**src/rtl/pipe_pkg.sv**
```systemverilog
// Shared types for the pipeline controller: FSM state encoding and the
// operand forwarding select encoding.
package pipe_pkg;

    localparam int REG_W = 3;

    typedef enum logic [2:0] {
        RUN,
        MEM_WAIT,
        DRAIN,
        HALTED,
        ERROR
    } stateT;

    typedef enum logic [1:0] {
        FWD_RF    = 2'b00,
        FWD_MEMWB = 2'b01,
        FWD_EXMEM = 2'b10
    } fwdSelT;

endpackage

```
**src/rtl/pipe_ctrl_if.sv**
```systemverilog
// Hazard/status bundle between the pipeline datapath and pipe_ctrl.
// Optional PIPE_CTRL_PERF_EN adds the stall/flush performance counters.
interface pipe_ctrl_if;
    import pipe_pkg::*;

    logic [REG_W-1:0] id_rs1, id_rs2, idex_rd, exmem_rd, memwb_rd;
    logic             id_uses_rs2, idex_mem_read, exmem_reg_write, memwb_reg_write;
    logic             branch_taken, mem_busy, halt_req, resume;
    logic             pc_en, if_id_en, if_id_flush, id_ex_en, id_ex_flush, ex_mem_en, mem_wb_en;
    fwdSelT           fwd_a, fwd_b;
    logic             halted, err;
`ifdef PIPE_CTRL_PERF_EN
    logic [15:0]      stall_cnt, flush_cnt;
`endif

    modport master (
        output id_rs1, id_rs2, id_uses_rs2, idex_rd, idex_mem_read,
               exmem_rd, exmem_reg_write, memwb_rd, memwb_reg_write,
               branch_taken, mem_busy, halt_req, resume,
        input  pc_en, if_id_en, if_id_flush, id_ex_en, id_ex_flush, ex_mem_en, mem_wb_en,
               fwd_a, fwd_b, halted, err
`ifdef PIPE_CTRL_PERF_EN
        , input stall_cnt, flush_cnt
`endif
    );

    modport slave (
        input  id_rs1, id_rs2, id_uses_rs2, idex_rd, idex_mem_read,
               exmem_rd, exmem_reg_write, memwb_rd, memwb_reg_write,
               branch_taken, mem_busy, halt_req, resume,
        output pc_en, if_id_en, if_id_flush, id_ex_en, id_ex_flush, ex_mem_en, mem_wb_en,
               fwd_a, fwd_b, halted, err
`ifdef PIPE_CTRL_PERF_EN
        , output stall_cnt, flush_cnt
`endif
    );

endinterface

```
**src/rtl/pipe_ctrl_fwd_unit.sv**
```systemverilog
// Operand forwarding select for one ID-stage source register.
// The youngest producer (EX/MEM) wins over MEM/WB; x0 is never forwarded.
module fwd_unit
    import pipe_pkg::*;
(
    input  logic [REG_W-1:0] rs,
    input  logic [REG_W-1:0] exmemRd,
    input  logic             exmemWr,
    input  logic [REG_W-1:0] memwbRd,
    input  logic             memwbWr,
    output fwdSelT           sel
);

    always_comb begin
        sel = FWD_RF;
        if (memwbWr && (memwbRd != '0) && (memwbRd == rs))
            sel = FWD_MEMWB;
        if (exmemWr && (exmemRd != '0) && (exmemRd == rs))
            sel = FWD_EXMEM;
    end

endmodule

```
**src/rtl/pipe_ctrl.sv**
```systemverilog
// Pipeline hazard/sequencing controller: stalls, flushes, halt drain, memory timeout.
// Optional PIPE_CTRL_PERF_EN adds saturating stall/flush counters.
//
// state    | meaning
// RUN      | normal issue, hazards resolved combinationally
// MEM_WAIT | memory busy, pipeline frozen, timeout counting
// DRAIN    | halt requested, fetch stopped while older work retires
// HALTED   | pipeline idle, waits for resume
// ERROR    | memory timeout, only reset leaves
module pipe_ctrl
    import pipe_pkg::*;
#(
    parameter int WAIT_MAX  = 15,
    parameter int DRAIN_CYC = 3
) (
    input  logic        clk,
    input  logic        rst,
    pipe_ctrl_if.slave  bus
);

    localparam int WCW = $clog2(WAIT_MAX + 1);
    localparam int DCW = $clog2(DRAIN_CYC + 1);
    localparam logic [WCW-1:0] WAIT_TOP   = WCW'(WAIT_MAX);
    localparam logic [DCW-1:0] DRAIN_LAST = DCW'(DRAIN_CYC - 1);

    stateT          stateQ, stateD;
    logic [WCW-1:0] waitQ, waitD, waitInc;
    logic [DCW-1:0] drainQ, drainD;
    logic           loadUse;
    logic           pcEn, ifIdEn, ifIdFlush, idExEn, idExFlush, exMemEn, memWbEn;

    assign loadUse = bus.idex_mem_read && (bus.idex_rd != '0) &&
                     ((bus.idex_rd == bus.id_rs1) ||
                      (bus.id_uses_rs2 && (bus.idex_rd == bus.id_rs2)));
    assign waitInc = waitQ + WCW'(1);

    always_ff @(posedge clk or negedge rst) begin
        if (!rst) begin
            stateQ <= RUN;
            waitQ  <= '0;
            drainQ <= '0;
        end else begin
            stateQ <= stateD;
            waitQ  <= waitD;
            drainQ <= drainD;
        end
    end

    always_comb begin
        stateD    = stateQ;
        waitD     = '0;
        drainD    = drainQ;
        pcEn      = 1'b1;
        ifIdEn    = 1'b1;
        ifIdFlush = 1'b0;
        idExEn    = 1'b1;
        idExFlush = 1'b0;
        exMemEn   = 1'b1;
        memWbEn   = 1'b1;
        case (stateQ)
            RUN, MEM_WAIT: begin
                if (bus.mem_busy) begin
                    {pcEn, ifIdEn, idExEn, exMemEn, memWbEn} = '0;
                    waitD  = waitInc;
                    stateD = (waitInc == WAIT_TOP) ? ERROR : MEM_WAIT;
                end else if (bus.branch_taken) begin
                    ifIdFlush = 1'b1;
                    idExFlush = 1'b1;
                    stateD    = RUN;
                end else if (loadUse) begin
                    pcEn      = 1'b0;
                    ifIdEn    = 1'b0;
                    idExFlush = 1'b1;
                    stateD    = RUN;
                end else if (bus.halt_req) begin
                    drainD = '0;
                    stateD = DRAIN;
                end else begin
                    stateD = RUN;
                end
            end
            DRAIN: begin
                // a busy memory freezes the drain; the timeout still applies
                if (bus.mem_busy) begin
                    {pcEn, ifIdEn, idExEn, exMemEn, memWbEn} = '0;
                    waitD = waitInc;
                    if (waitInc == WAIT_TOP)
                        stateD = ERROR;
                end else begin
                    pcEn      = 1'b0;
                    ifIdFlush = 1'b1;
                    if (drainQ == DRAIN_LAST) begin
                        drainD = '0;
                        stateD = HALTED;
                    end else begin
                        drainD = drainQ + DCW'(1);
                    end
                end
            end
            HALTED: begin
                {pcEn, ifIdEn, idExEn, exMemEn, memWbEn} = '0;
                if (bus.resume)
                    stateD = RUN;
            end
            ERROR: begin
                {pcEn, ifIdEn, idExEn, exMemEn, memWbEn} = '0;
            end
            default: begin
                {pcEn, ifIdEn, idExEn, exMemEn, memWbEn} = '0;
                stateD = RUN;
            end
        endcase
        if (!rst) begin
            {pcEn, ifIdEn, idExEn, exMemEn, memWbEn} = '0;
            ifIdFlush = 1'b1;
            idExFlush = 1'b1;
        end
    end

    assign bus.pc_en       = pcEn;
    assign bus.if_id_en    = ifIdEn;
    assign bus.if_id_flush = ifIdFlush;
    assign bus.id_ex_en    = idExEn;
    assign bus.id_ex_flush = idExFlush;
    assign bus.ex_mem_en   = exMemEn;
    assign bus.mem_wb_en   = memWbEn;
    assign bus.halted      = (stateQ == HALTED);
    assign bus.err         = (stateQ == ERROR);

    fwd_unit u_fwd_a (
        .rs      (bus.id_rs1),
        .exmemRd (bus.exmem_rd),
        .exmemWr (bus.exmem_reg_write),
        .memwbRd (bus.memwb_rd),
        .memwbWr (bus.memwb_reg_write),
        .sel     (bus.fwd_a)
    );

    fwd_unit u_fwd_b (
        .rs      (bus.id_rs2),
        .exmemRd (bus.exmem_rd),
        .exmemWr (bus.exmem_reg_write),
        .memwbRd (bus.memwb_rd),
        .memwbWr (bus.memwb_reg_write),
        .sel     (bus.fwd_b)
    );

`ifdef PIPE_CTRL_PERF_EN
    logic [15:0] stallCnt, flushCnt;
    logic        stallEvt, flushEvt;

    // only a load-use bubble flushes ID/EX without also flushing IF/ID
    assign stallEvt = (stateQ == MEM_WAIT) || (idExFlush && !ifIdFlush);
    assign flushEvt = idExFlush && ifIdFlush && (stateQ != DRAIN);

    always_ff @(posedge clk or negedge rst) begin
        if (!rst) begin
            stallCnt <= '0;
            flushCnt <= '0;
        end else begin
            if (stallEvt && (stallCnt != '1))
                stallCnt <= stallCnt + 16'd1;
            if (flushEvt && (flushCnt != '1))
                flushCnt <= flushCnt + 16'd1;
        end
    end

    assign bus.stall_cnt = stallCnt;
    assign bus.flush_cnt = flushCnt;
`endif

endmodule

```
**src/flat_wrapper.sv**
```systemverilog
// flat-port wrapper written by rule: the top's interface ports become plain ports
module pipe_ctrl_flat import pipe_pkg::*;
#(
    parameter int WAIT_MAX  = 15,
    parameter int DRAIN_CYC = 3
)
  (clk, rst, bus_id_rs1, bus_id_rs2, bus_id_uses_rs2, bus_idex_rd, bus_idex_mem_read, bus_exmem_rd, bus_exmem_reg_write, bus_memwb_rd, bus_memwb_reg_write, bus_branch_taken, bus_mem_busy, bus_halt_req, bus_resume, bus_pc_en, bus_if_id_en, bus_if_id_flush, bus_id_ex_en, bus_id_ex_flush, bus_ex_mem_en, bus_mem_wb_en, bus_fwd_a, bus_fwd_b, bus_halted, bus_err);
  pipe_ctrl_if bus_i ();
  input  logic clk;
  input  logic rst;
  input wire logic [$bits(bus_i.id_rs1)-1:0] bus_id_rs1;
  input wire logic [$bits(bus_i.id_rs2)-1:0] bus_id_rs2;
  input wire logic [$bits(bus_i.id_uses_rs2)-1:0] bus_id_uses_rs2;
  input wire logic [$bits(bus_i.idex_rd)-1:0] bus_idex_rd;
  input wire logic [$bits(bus_i.idex_mem_read)-1:0] bus_idex_mem_read;
  input wire logic [$bits(bus_i.exmem_rd)-1:0] bus_exmem_rd;
  input wire logic [$bits(bus_i.exmem_reg_write)-1:0] bus_exmem_reg_write;
  input wire logic [$bits(bus_i.memwb_rd)-1:0] bus_memwb_rd;
  input wire logic [$bits(bus_i.memwb_reg_write)-1:0] bus_memwb_reg_write;
  input wire logic [$bits(bus_i.branch_taken)-1:0] bus_branch_taken;
  input wire logic [$bits(bus_i.mem_busy)-1:0] bus_mem_busy;
  input wire logic [$bits(bus_i.halt_req)-1:0] bus_halt_req;
  input wire logic [$bits(bus_i.resume)-1:0] bus_resume;
  output wire logic [$bits(bus_i.pc_en)-1:0] bus_pc_en;
  output wire logic [$bits(bus_i.if_id_en)-1:0] bus_if_id_en;
  output wire logic [$bits(bus_i.if_id_flush)-1:0] bus_if_id_flush;
  output wire logic [$bits(bus_i.id_ex_en)-1:0] bus_id_ex_en;
  output wire logic [$bits(bus_i.id_ex_flush)-1:0] bus_id_ex_flush;
  output wire logic [$bits(bus_i.ex_mem_en)-1:0] bus_ex_mem_en;
  output wire logic [$bits(bus_i.mem_wb_en)-1:0] bus_mem_wb_en;
  output wire logic [$bits(bus_i.fwd_a)-1:0] bus_fwd_a;
  output wire logic [$bits(bus_i.fwd_b)-1:0] bus_fwd_b;
  output wire logic [$bits(bus_i.halted)-1:0] bus_halted;
  output wire logic [$bits(bus_i.err)-1:0] bus_err;
  assign bus_i.id_rs1 = bus_id_rs1;
  assign bus_i.id_rs2 = bus_id_rs2;
  assign bus_i.id_uses_rs2 = bus_id_uses_rs2;
  assign bus_i.idex_rd = bus_idex_rd;
  assign bus_i.idex_mem_read = bus_idex_mem_read;
  assign bus_i.exmem_rd = bus_exmem_rd;
  assign bus_i.exmem_reg_write = bus_exmem_reg_write;
  assign bus_i.memwb_rd = bus_memwb_rd;
  assign bus_i.memwb_reg_write = bus_memwb_reg_write;
  assign bus_i.branch_taken = bus_branch_taken;
  assign bus_i.mem_busy = bus_mem_busy;
  assign bus_i.halt_req = bus_halt_req;
  assign bus_i.resume = bus_resume;
  assign bus_pc_en = bus_i.pc_en;
  assign bus_if_id_en = bus_i.if_id_en;
  assign bus_if_id_flush = bus_i.if_id_flush;
  assign bus_id_ex_en = bus_i.id_ex_en;
  assign bus_id_ex_flush = bus_i.id_ex_flush;
  assign bus_ex_mem_en = bus_i.ex_mem_en;
  assign bus_mem_wb_en = bus_i.mem_wb_en;
  assign bus_fwd_a = bus_i.fwd_a;
  assign bus_fwd_b = bus_i.fwd_b;
  assign bus_halted = bus_i.halted;
  assign bus_err = bus_i.err;
  pipe_ctrl #(.WAIT_MAX(WAIT_MAX), .DRAIN_CYC(DRAIN_CYC)) u_core (.clk(clk), .rst(rst), .bus(bus_i));
endmodule
```
**config.mk**
```make
export PLATFORM = sky130hd
export DESIGN_NAME = pipe_ctrl_flat
export DESIGN_NICKNAME = d
export VERILOG_FILES = /design/src/rtl/pipe_pkg.sv /design/src/rtl/pipe_ctrl_if.sv /design/src/rtl/pipe_ctrl_fwd_unit.sv /design/src/rtl/pipe_ctrl.sv /design/src/flat_wrapper.sv
export SDC_FILE = /design/constraint.sdc
export NUM_CORES = 1
export LEC_CHECK = 0
export CORE_MARGIN = 4
export CORE_UTILIZATION = 55
export CTS_CLUSTER_SIZE = 30
export DETAILED_ROUTE_END_ITERATION = 10
export DONT_BUFFER_PORTS = 1
export PLACE_DENSITY = 0.82
export SYNTH_ARGS = -nofsm -noshare
export SYNTH_HDL_FRONTEND = slang
export SYNTH_SLANG_ARGS = --single-unit
```
**constraint.sdc**
```tcl
create_clock -name clk -period 1.39 [get_ports clk]
set_input_delay 0.278 -clock clk [delete_from_list [all_inputs] [get_ports clk]]
set_output_delay 0.278 -clock clk [all_outputs]
set_load 0.02 [all_outputs]
```
==> results of run 1 <==
[cells in the final DEF, fill, tap and decap left out, types with 2 or more instances in the layout]
| cell | instances |
|---|---|
| a21oi_1 | 3 |
| a21oi_2 | 2 |
| and3_4 | 4 |
| buf_4 | 13 |
| buf_6 | 2 |
| clkbuf_4 | 3 |
| dfrtp_1 | 8 |
| ha_1 | 2 |
| inv_1 | 2 |
| nand2_1 | 7 |
| nand2_2 | 3 |
| nand2b_1 | 4 |
| nand3_1 | 6 |
| nor2_1 | 6 |
| nor2_2 | 2 |
| nor3_4 | 3 |
| nor3b_2 | 4 |
| o21ai_1 | 3 |
| o21ai_2 | 2 |
| o31ai_1 | 4 |
| xnor2_1 | 16 |
[where the power goes]
group	leakage (nW)	total (mW)	switching (mW)	internal, mW
registers	0.118	0.426	0.0906	0.335
clock network	0.0150	0.210	0.0989	0.111
logic	0.301	0.691	0.337	0.354
[synth_stat cells, types with 3 or more instances]
| cell | count | area (µm²) |
|---|---|---|
| xnor2_1 | 16 | 140.1 |
| nand2_1 | 10 | 37.54 |
| dfrtp_1 | 9 | 225.2 |
| nor2_1 | 8 | 30.03 |
| nand3_1 | 6 | 30.03 |
| nor3b_1 | 5 | 37.54 |
| a21oi_1 | 4 | 20.02 |
| and3_1 | 4 | 25.02 |
| nand2b_1 | 4 | 25.02 |
| nor3_1 | 4 | 20.02 |
| o21ai_0 | 4 | 20.02 |
| o31ai_1 | 4 | 30.03 |
| buf_6 | 3 | 33.78 |
[kinds of logic (layout without fill, tap and decap cells)]
group	after synthesis	in the layout	share of synthesized area [%]
AO/OA/AOI/OAI	19	19	14.14
XOR/XNOR	17	17	18.41
adder cells (fa/ha/maj)	2	2	2.945
buffers and inverters	7	23	6.627
flip-flops	9	9	26.51
multiplexers	1	1	1.325
AND/OR/NAND/NOR	48	48	30.05
[final timing paths]
kind,cells past startpoint,slack [ps],to
max,3,-140,bus_if_id_flush
min,2,230,u_core.stateQ[1]
max reg2reg,7,-90,u_core.drainQ[0]
min reg2reg,2,570,u_core.waitQ[0]
max in group asynchronous,1,710,u_core.stateQ[1]
min in group asynchronous,1,370,u_core.drainQ[1]
[cell type report]
class,count,area share (%)
tap,15,1.699
clock buffer,4,2.378
multi-input combinational,87,61.16
sequential,9,20.50
timing repair buffer,17,13.59
inverter,2,0.6795
[sequential cells by signal, indices dropped and copies added (netlist names)]
name / flops
u_core.drainQ: 2
u_core.stateQ: 3
u_core.waitQ: 4
[metal layers]
metal	vias to the layer above	track usage, %	wire [µm]
met5	-	0	0
met4	0	13.26	75
met3	8	8.429	198
met2	51	38.24	1311
met1	377	22.01	906
li1	390	-	-
[worst register-to-register path, stage by stage, from the launching register on]
cell and delay, ps:
dfrtp_1 410, buf_4 160, nor3_4 150, buf_4 140
buf_4 90, nand2_1 60, nor3_2 240, o21ai_1 130
[metrics by stage]
stage	power (mW)	hold WS (ps)	setup slack (ps)	TNS (ps)
after CTS	1.213	184.7	-93.27	-717.5
after floorplan	0.7426	-17.59	-18.24	-32.99
after detailed placement	0.8379	-17.37	-40.34	-84.28
after global placement	0.8170	-17.35	1.408	0
after global routing	1.402	211.1	-202.4	-1780
final	1.326	227.8	-136.9	-1117
[repair_timing]
| item | in CTS | in global routing |
|---|---|---|
| setup endpoints to repair | 12 | 14 |
| pin swaps | 14 | 6 |
| buffers inserted | 6 | 3 |
| endpoints found under the hold margin | 9 | 0 |
| resized for setup | 19 | 7 |
| hold buffers | 1 | 0 |
==> flow_metrics.py, run 1 <==
metrics = {
    "run_status": {
        "status": "finished, violations left",
        "violations": "setup timing",
    },
    "grt": {
        "grt_overflow": 0,
        "grt_pass1_wl_um": 3270,
        "grt_max_degree": 10,
        "grt_pass1_vias": 780,
        "globalRouteTotalUtil_pct": 22.06,
        "antenna_found_initial": 0,
    },
    "final_layout": {
        "nets": 147,
        "num-fill-cells": 77,
        "fin_util_pct": 79.91,
        "antenna_cells": 0,
        "multiInputGateArea_um2": 675.6,
        "design_area_um2": 1105,
        "syn2layout_area_growth_pct": 30.04,
        "instances_no_fill": 134,
        "drive_gt1_share_pct": 38.66,
        "regArea_um2": 226.5,
    },
    "synthesis": {
        "synth_flop_cell": "dfrtp_1",
        "ys_warn_count": 0,
        "netlist_instances": 103,
        "netlist_area_um2": 849.6,
        "async_flop_share_pct": 100.0,
        "synth_nets": 130,
        "ys_ff_latch": 9,
        "syn_avg_cell_area_um2": 8.248,
        "synth_cell_type_count": 30,
        "ys_seq_area_share_pct": 26.51,
        "synth_edf_count": 0,
    },
    "clock_tree": {
        "clk_latency_ps": 270,
        "cts_sinks": 9,
        "ctsLongestPathBuffers": 2,
        "ctsHtreeMaxLevel": 1,
        "cts_tree": "built",
        "cts_made_buffers": 3,
        "path_clk_slew_ps": 60,
        "cts-root-buf": "clkbuf_4",
    },
    "setup_path": {
        "path_cells": "and2b_1, o21ai_1, nand2_2",
        "cp.arrival_ps": 1250,
        "cp-start-kind": "register",
        "path_class": "register to output pin",
        "cp-end-kind": "output pin",
        "cp_max_fo": 4,
        "slowest_stage": "dfrtp_1",
        "path_delay_family": "flip-flops",
        "timing.rr.start": "u_core.stateQ[2]",
        "critPathLaunch": "u_core.stateQ[0]",
        "slowest_delay_ps": 440,
        "cp_num_buf_inv": 0,
        "cp.required_ps": 1110,
    },
    "floorplan": {
        "die_h_um": 47.30,
        "die_x_um": 47.30,
        "core_um2": 1383,
        "ioPinCount": 38,
        "die_area_um2": 2237,
        "start_util_pct": 61.45,
        "rows": 13,
    },
    "timing": {
        "rsz0062_at_grt": "true",
        "fin_crit_sh_pct": 109.8,
        "fin_skew_ps": 6.695,
        "timing.fmax_ghz": 0.6549,
        "hold_viol": 0,
        "setup-violations-final": 12,
        "setup_ws_ps": -136.9,
        "min_period_ps": 1527,
        "relSlewSlack_pct": 72.33,
        "slew_violations": 0,
        "worst_slew_pin_slew_ps": 413.6,
    },
    "hold_path": {
        "worstHoldPathType": "primary input to register",
        "min_from": "bus_branch_taken",
    },
    "placement": {
        "gp_congestion": 0.7720,
        "postPlaceCellArea_um2": 913.4,
        "port_buffers": 0,
        "dp.cells": 120,
        "hpwl_um": 1541,
    },
    "job": {
        "cap_violations": 0,
    },
    "routing": {
        "final_antenna_net_count": 0,
        "drc": 0,
        "firstDrtPassIters": 4,
        "wl_um": 2491,
        "wl_per_cell_um": 18.59,
        "vias_per_cell": 6.164,
        "dr_total_vias": 826,
        "drt_iter0_drc": 14,
    },
    "power_and_ir_drop": {
        "p_per_area_nw_per_um2": 1201,
        "ir_drop_mv": 0.8321,
        "power.leakage_nw": 0.4334,
    },
}
(Power assumes the default switching activity.)
==> run 2, diff against run 1 <==
--- a/config.mk
+++ b/config.mk
@@ -12,2 +12,3 @@
 export DONT_BUFFER_PORTS = 1
+export GPL_ROUTABILITY_DRIVEN = 0
 export PLACE_DENSITY = 0.82
==> constraint.sdc (replaced) <==
create_clock -name clk -period 1.39 [get_ports clk]
set_input_delay 0.3475 -clock clk [delete_from_list [all_inputs] [get_ports clk]]
set_output_delay 0.3475 -clock clk [all_outputs]
set_load 0.02 [all_outputs]
==> run 2 against run 1 <==
The flow still finishes with violations (setup timing). First-iteration DRC count is 79% higher. Combinational power rose by 7.1%. Fmax decreased by 6.7%. Design area up 11%. Register-to-register slack better by 70 ps. Worst setup slack lost 110 ps. Sequential power rose by 2%. Clock-buffer cell count stayed put. Die area stayed put. Hold slack better by 20 ps. Total power increased by 5.0%. Core utilization increased by 8.4 points. Largest power group unchanged.
==> flow_metrics.py, run 2 (same netlist as run 1, synthesis figures left out) <==
metrics = {
    "clock_tree": {
        "clk_latency_ps": 280,
        "cts_made_buffers": 3,
        "ctsLongestPathBuffers": 2,
        "cts_sinks": 9,
        "cts_tree": "built",
        "ctsHtreeMaxLevel": 1,
        "cts-root-buf": "clkbuf_4",
        "path_clk_slew_ps": 60,
    },
    "timing": {
        "fin_skew_ps": 1.763,
        "relSlewSlack_pct": 55.26,
        "rsz0062_at_grt": "true",
        "setup_ws_ps": -246.3,
        "min_period_ps": 1636,
        "fin_crit_sh_pct": 117.7,
        "worst_slew_pin_slew_ps": 665.4,
        "timing.fmax_ghz": 0.6111,
        "hold_viol": 0,
        "slew_violations": 0,
        "setup-violations-final": 16,
    },
    "final_layout": {
        "antenna_cells": 0,
        "nets": 147,
        "syn2layout_area_growth_pct": 43.74,
        "regArea_um2": 226.5,
        "multiInputGateArea_um2": 784.5,
        "num-fill-cells": 59,
        "reg_top3": "u_core.waitQ (4), u_core.stateQ (3), u_core.drainQ (2)",
        "drive_gt1_share_pct": 47.90,
        "regMostFlops": "u_core.waitQ",
        "final_cell_mix": "xnor2_1 (15), buf_4 (11), dfrtp_1 (8), nand3_1 (6), nor2_1 (5)",
        "fin_util_pct": 88.33,
        "final_common_cell": "xnor2_1",
        "largest_reg_flops": 4,
    },
    "hold_path": {
        "worstHoldPathType": "primary input to register",
    },
    "routing": {
        "vias_per_cell": 6.261,
        "final_antenna_net_count": 0,
        "wl_um": 2875,
        "drt_iter0_drc": 25,
        "drc": 0,
        "firstDrtPassIters": 4,
        "wl_per_cell_um": 21.46,
        "dr_total_vias": 839,
    },
    "run_status": {
        "violations": "setup timing",
        "status": "finished, violations left",
    },
    "grt": {
        "grt_pass1_wl_um": 3746,
        "grt_pass1_vias": 835,
        "globalRouteTotalUtil_pct": 24.03,
        "grt_max_degree": 10,
        "antenna_found_initial": 0,
        "grt_overflow": 0,
    },
    "job": {
        "cap_violations": 0,
    },
    "placement": {
        "dp_slack_ps": -152.1,
        "port_buffers": 0,
        "hpwl_um": 1720,
    },
    "floorplan": {
        "die_area_um2": 2237,
        "rows": 13,
        "core_um2": 1383,
        "die_x_um": 47.30,
        "start_util_pct": 61.45,
        "ioPinCount": 38,
        "die_h_um": 47.30,
    },
    "setup_path": {
        "cp-start-kind": "register",
        "cp.arrival_ps": 1290,
        "cp_max_fo": 6,
        "path_class": "register to output pin",
        "cp.required_ps": 1040,
        "cp-end-kind": "output pin",
    },
    "power_and_ir_drop": {
        "total_power_mw": 1.393,
        "p_per_area_nw_per_um2": 1141,
        "ir_drop_mv": 0.8379,
        "power.leakage_nw": 0.4693,
    },
}
## run 2: changes by cell type in the layout (fill, tap and decap cells not counted), moves of 2 or more
cell / delta
buf_4: -2
buf_6: +2
nand2_1: -3
nand2_4: +2
nand2b_1: -2
nand2b_4: +2
nor3b_2: -2
nor3b_4: +2
## run 2: report_power, final
part / switching, mW / leakage (nW) / internal (mW)
clock network: 0.107 / 0.0150 / 0.112
registers: 0.0990 / 0.118 / 0.335
logic: 0.362 / 0.337 / 0.378
total: 0.568 / 0.469 / 0.825
## run 2: layer usage
layer | global-route usage, % | wire [µm] | vias to the layer above
met5 | 0 | 0 | -
met4 | 4.972 | 36 | 0
met3 | 6.897 | 242 | 7
met2 | 44.92 | 1493 | 36
met1 | 26.51 | 1102 | 407
li1 | - | - | 389
## run 2: final timing paths
kind                            cells after the start              from  slack, ps          endpoint
worst max-delay path                                2  u_core.stateQ[1]       -250         bus_pc_en
min in group asynchronous                           1               rst        450   u_core.waitQ[0]
worst max register to register                      6   u_core.waitQ[0]        -20  u_core.stateQ[1]
worst min-delay path                                2  bus_branch_taken        250  u_core.stateQ[1]
max in group asynchronous                           1               rst        610  u_core.stateQ[1]
worst min register to register                      2  u_core.drainQ[0]        560  u_core.drainQ[1]
## run 2: final cells by class
class / instances / share of cell area (%)
Multi-Input combinational cell: 87 / 64.24
Sequential cell: 9 / 18.55
Timing Repair Buffer: 17 / 12.91
Clock buffer: 4 / 2.152
Tap cell: 15 / 1.537
Inverter: 2 / 0.6148
## run 2: per-stage QoR
step                area (µm²)  TNS, ps  std cells  hold slack, ps
CTS                       1121    -1752        134           260.4
detailed placement       949.7   -748.7        123           52.22
global route              1221    -2787        134           243.7
floorplan                915.9   -655.1        103           51.91
global placement         949.7   -391.0        123           52.21
finish                    1221    -1975        134           248.1
## run 2: worst max-delay path, stage by stage (launching register included)
cell	delay [ps]
dfrtp_2	470
nor3_4	270
and3_4	260
## run 2: what timing repair did
action / in CTS / in global routing
pin swaps: 14 / 14
hold buffers: 1 / 0
hold endpoints to repair: 9 / 0
endpoints found under the setup margin: 14 / 19
setup buffers: 6 / 2
gates resized for setup: 24 / 20
==> run 3, diff against run 2 <==
Settings changed: CELL_PAD_IN_SITES_DETAIL_PLACEMENT from default to 2, CELL_PAD_IN_SITES_GLOBAL_PLACEMENT from default to 2, CORE_ASPECT_RATIO from default to 0.8, CORE_UTILIZATION 55 to 30.
==> run 3 against run 2 <==
The flow still finishes with violations (setup timing). Cell count increased by 19%. Clock-buffer cell count down 1. Fmax down 4.6%. Total power rose by 12%. Critical path depth is 3 higher.
==> flow_metrics.py, run 3 (same netlist as run 1, synthesis figures left out) <==
metrics = {
    "timing": {
        "relSlewSlack_pct": 52.65,
        "rsz0062_at_grt": "true",
        "min_period_ps": 1716,
        "slew_violations": 0,
        "fin_skew_ps": 1.089,
        "setup-violations-final": 18,
        "timing.hold.ws_ps": 252.8,
        "timing.setup.tns_ps": -3369,
        "fin_crit_sh_pct": 123.4,
        "hold_viol": 0,
        "timing.fmax_ghz": 0.5829,
        "setup_ws_ps": -325.6,
        "worst_slew_pin_slew_ps": 704.3,
    },
    "grt": {
        "grt_max_degree": 10,
        "antenna_found_initial": 0,
        "grt_overflow": 0,
        "globalRouteTotalUtil_pct": 21.97,
        "grt_pass1_wl_um": 6016,
        "grt_pass1_vias": 1070,
    },
    "clock_tree": {
        "cts_sinks": 9,
        "cts-root-buf": "clkbuf_4",
        "cts_made_buffers": 3,
        "path_clk_slew_ps": 80,
        "clk_latency_ps": 290,
        "ctsLongestPathBuffers": 2,
        "ctsHtreeMaxLevel": 1,
        "cts_tree": "built",
    },
    "final_layout": {
        "syn2layout_area_growth_pct": 53.61,
        "final_cell_mix": "xnor2_1 (15), buf_4 (15), nand3_1 (6), dfrtp_1 (6)",
        "regArea_um2": 229.0,
        "largest_reg_flops": 4,
        "regMostFlops": "u_core.waitQ",
        "drive_gt1_share_pct": 56.10,
        "nets": 151,
        "multiInputGateArea_um2": 813.3,
        "num-fill-cells": 260,
        "reg_top3": "u_core.waitQ (4), u_core.stateQ (3), u_core.drainQ (2)",
        "antenna_cells": 0,
    },
    "job": {
        "cap_violations": 0,
    },
    "setup_path": {
        "path_cells": "xnor2_1, nand4_1, a21oi_2, nand2b_1, o21a_4",
        "cp.required_ps": 1040,
        "path_class": "primary input to output pin",
        "cp-start-kind": "primary input",
        "slowest_delay_ps": 240,
        "slowest_stage": "o21a_4",
        "cp-end-kind": "output pin",
        "cp_max_fo": 3,
        "cp.arrival_ps": 1370,
    },
    "routing": {
        "dr_total_vias": 933,
        "drc": 0,
        "firstDrtPassIters": 4,
        "drt_iter0_drc": 22,
        "wl_per_cell_um": 29.35,
        "wl_um": 4667,
        "vias_per_cell": 5.868,
        "final_antenna_net_count": 0,
    },
    "power_and_ir_drop": {
        "ir_drop_mv": 0.8084,
        "p_per_area_nw_per_um2": 1191,
        "power.leakage_nw": 0.5007,
        "total_power_mw": 1.555,
    },
    "run_status": {
        "status": "finished, violations left",
        "violations": "setup timing",
    },
    "placement": {
        "hpwl_um": 2456,
        "port_buffers": 0,
    },
    "floorplan": {
        "die_h_um": 55.60,
        "start_util_pct": 32.90,
        "die_area_um2": 3752,
        "die_x_um": 67.50,
        "core_um2": 2582,
        "rows": 16,
        "ioPinCount": 38,
    },
    "hold_path": {
        "worstHoldPathType": "primary input to register",
    },
}
## run 3: worst max-delay path, delay by kind of cell
kind / cells / cell delay, ps
AOI/OAI and AO/OA: 2 / 470
and+or+nand+nor: 2 / 310
xor gates and xnor gates: 1 / 220
## run 3: through the flow
stage          utilization (%)  instance area, µm²  std cells  setup slack (ps)
3_5_place_dp             38.37               991.0        146            -164.5
6_report                 50.53                1305        159            -325.6
3_3_place_gp             38.37               991.0        146            -131.0
2_1_floorplan                -               915.9        103            -157.2
4_1_cts                  45.06                1164        155            -185.5
5_1_grt                  50.53                1305        159            -374.2
## run 3: power by group
part | switching, mW | internal, mW
Clock | 0.133 | 0.107
Sequential | 0.123 | 0.337
Combinational | 0.465 | 0.390
Total | 0.721 | 0.834
## run 3: worst paths after layout
kind                                    end              from  slack, ps  cells after the start
setup / recovery               bus_if_id_en     bus_id_rs2[0]       -330                      5
max in group asynchronous  u_core.stateQ[1]               rst        550                      1
hold / removal             u_core.stateQ[1]  bus_branch_taken        250                      2
setup reg to reg           u_core.drainQ[1]  u_core.stateQ[1]       -160                      5
min in group asynchronous   u_core.waitQ[1]               rst        460                      1
hold reg to reg             u_core.waitQ[0]   u_core.waitQ[0]        640                      2
## run 3: timing repair
action	CTS	global route
endpoints found under the hold margin	9	0
pin swaps	7	11
buffers inserted	4	4
hold buffers	1	0
cloned	0	0
setup endpoints to repair	18	22
resized for setup	28	25
## run 3: area by class of cell
type	instances	share of cell area, %
Multi-Input combinational cell	87	62.32
Sequential cell	9	17.55
Timing Repair Buffer	21	14.00
Tap cell	36	3.452
Clock buffer	3	1.726
Inverter	2	0.5753
Clock inverter	1	0.3835
## run 3: layer usage
metal  track usage [%]  wire length, µm
met4             9.249              102
met3             6.667              232
met5                 0                0
met2             37.86             2440
met1             24.32             1891
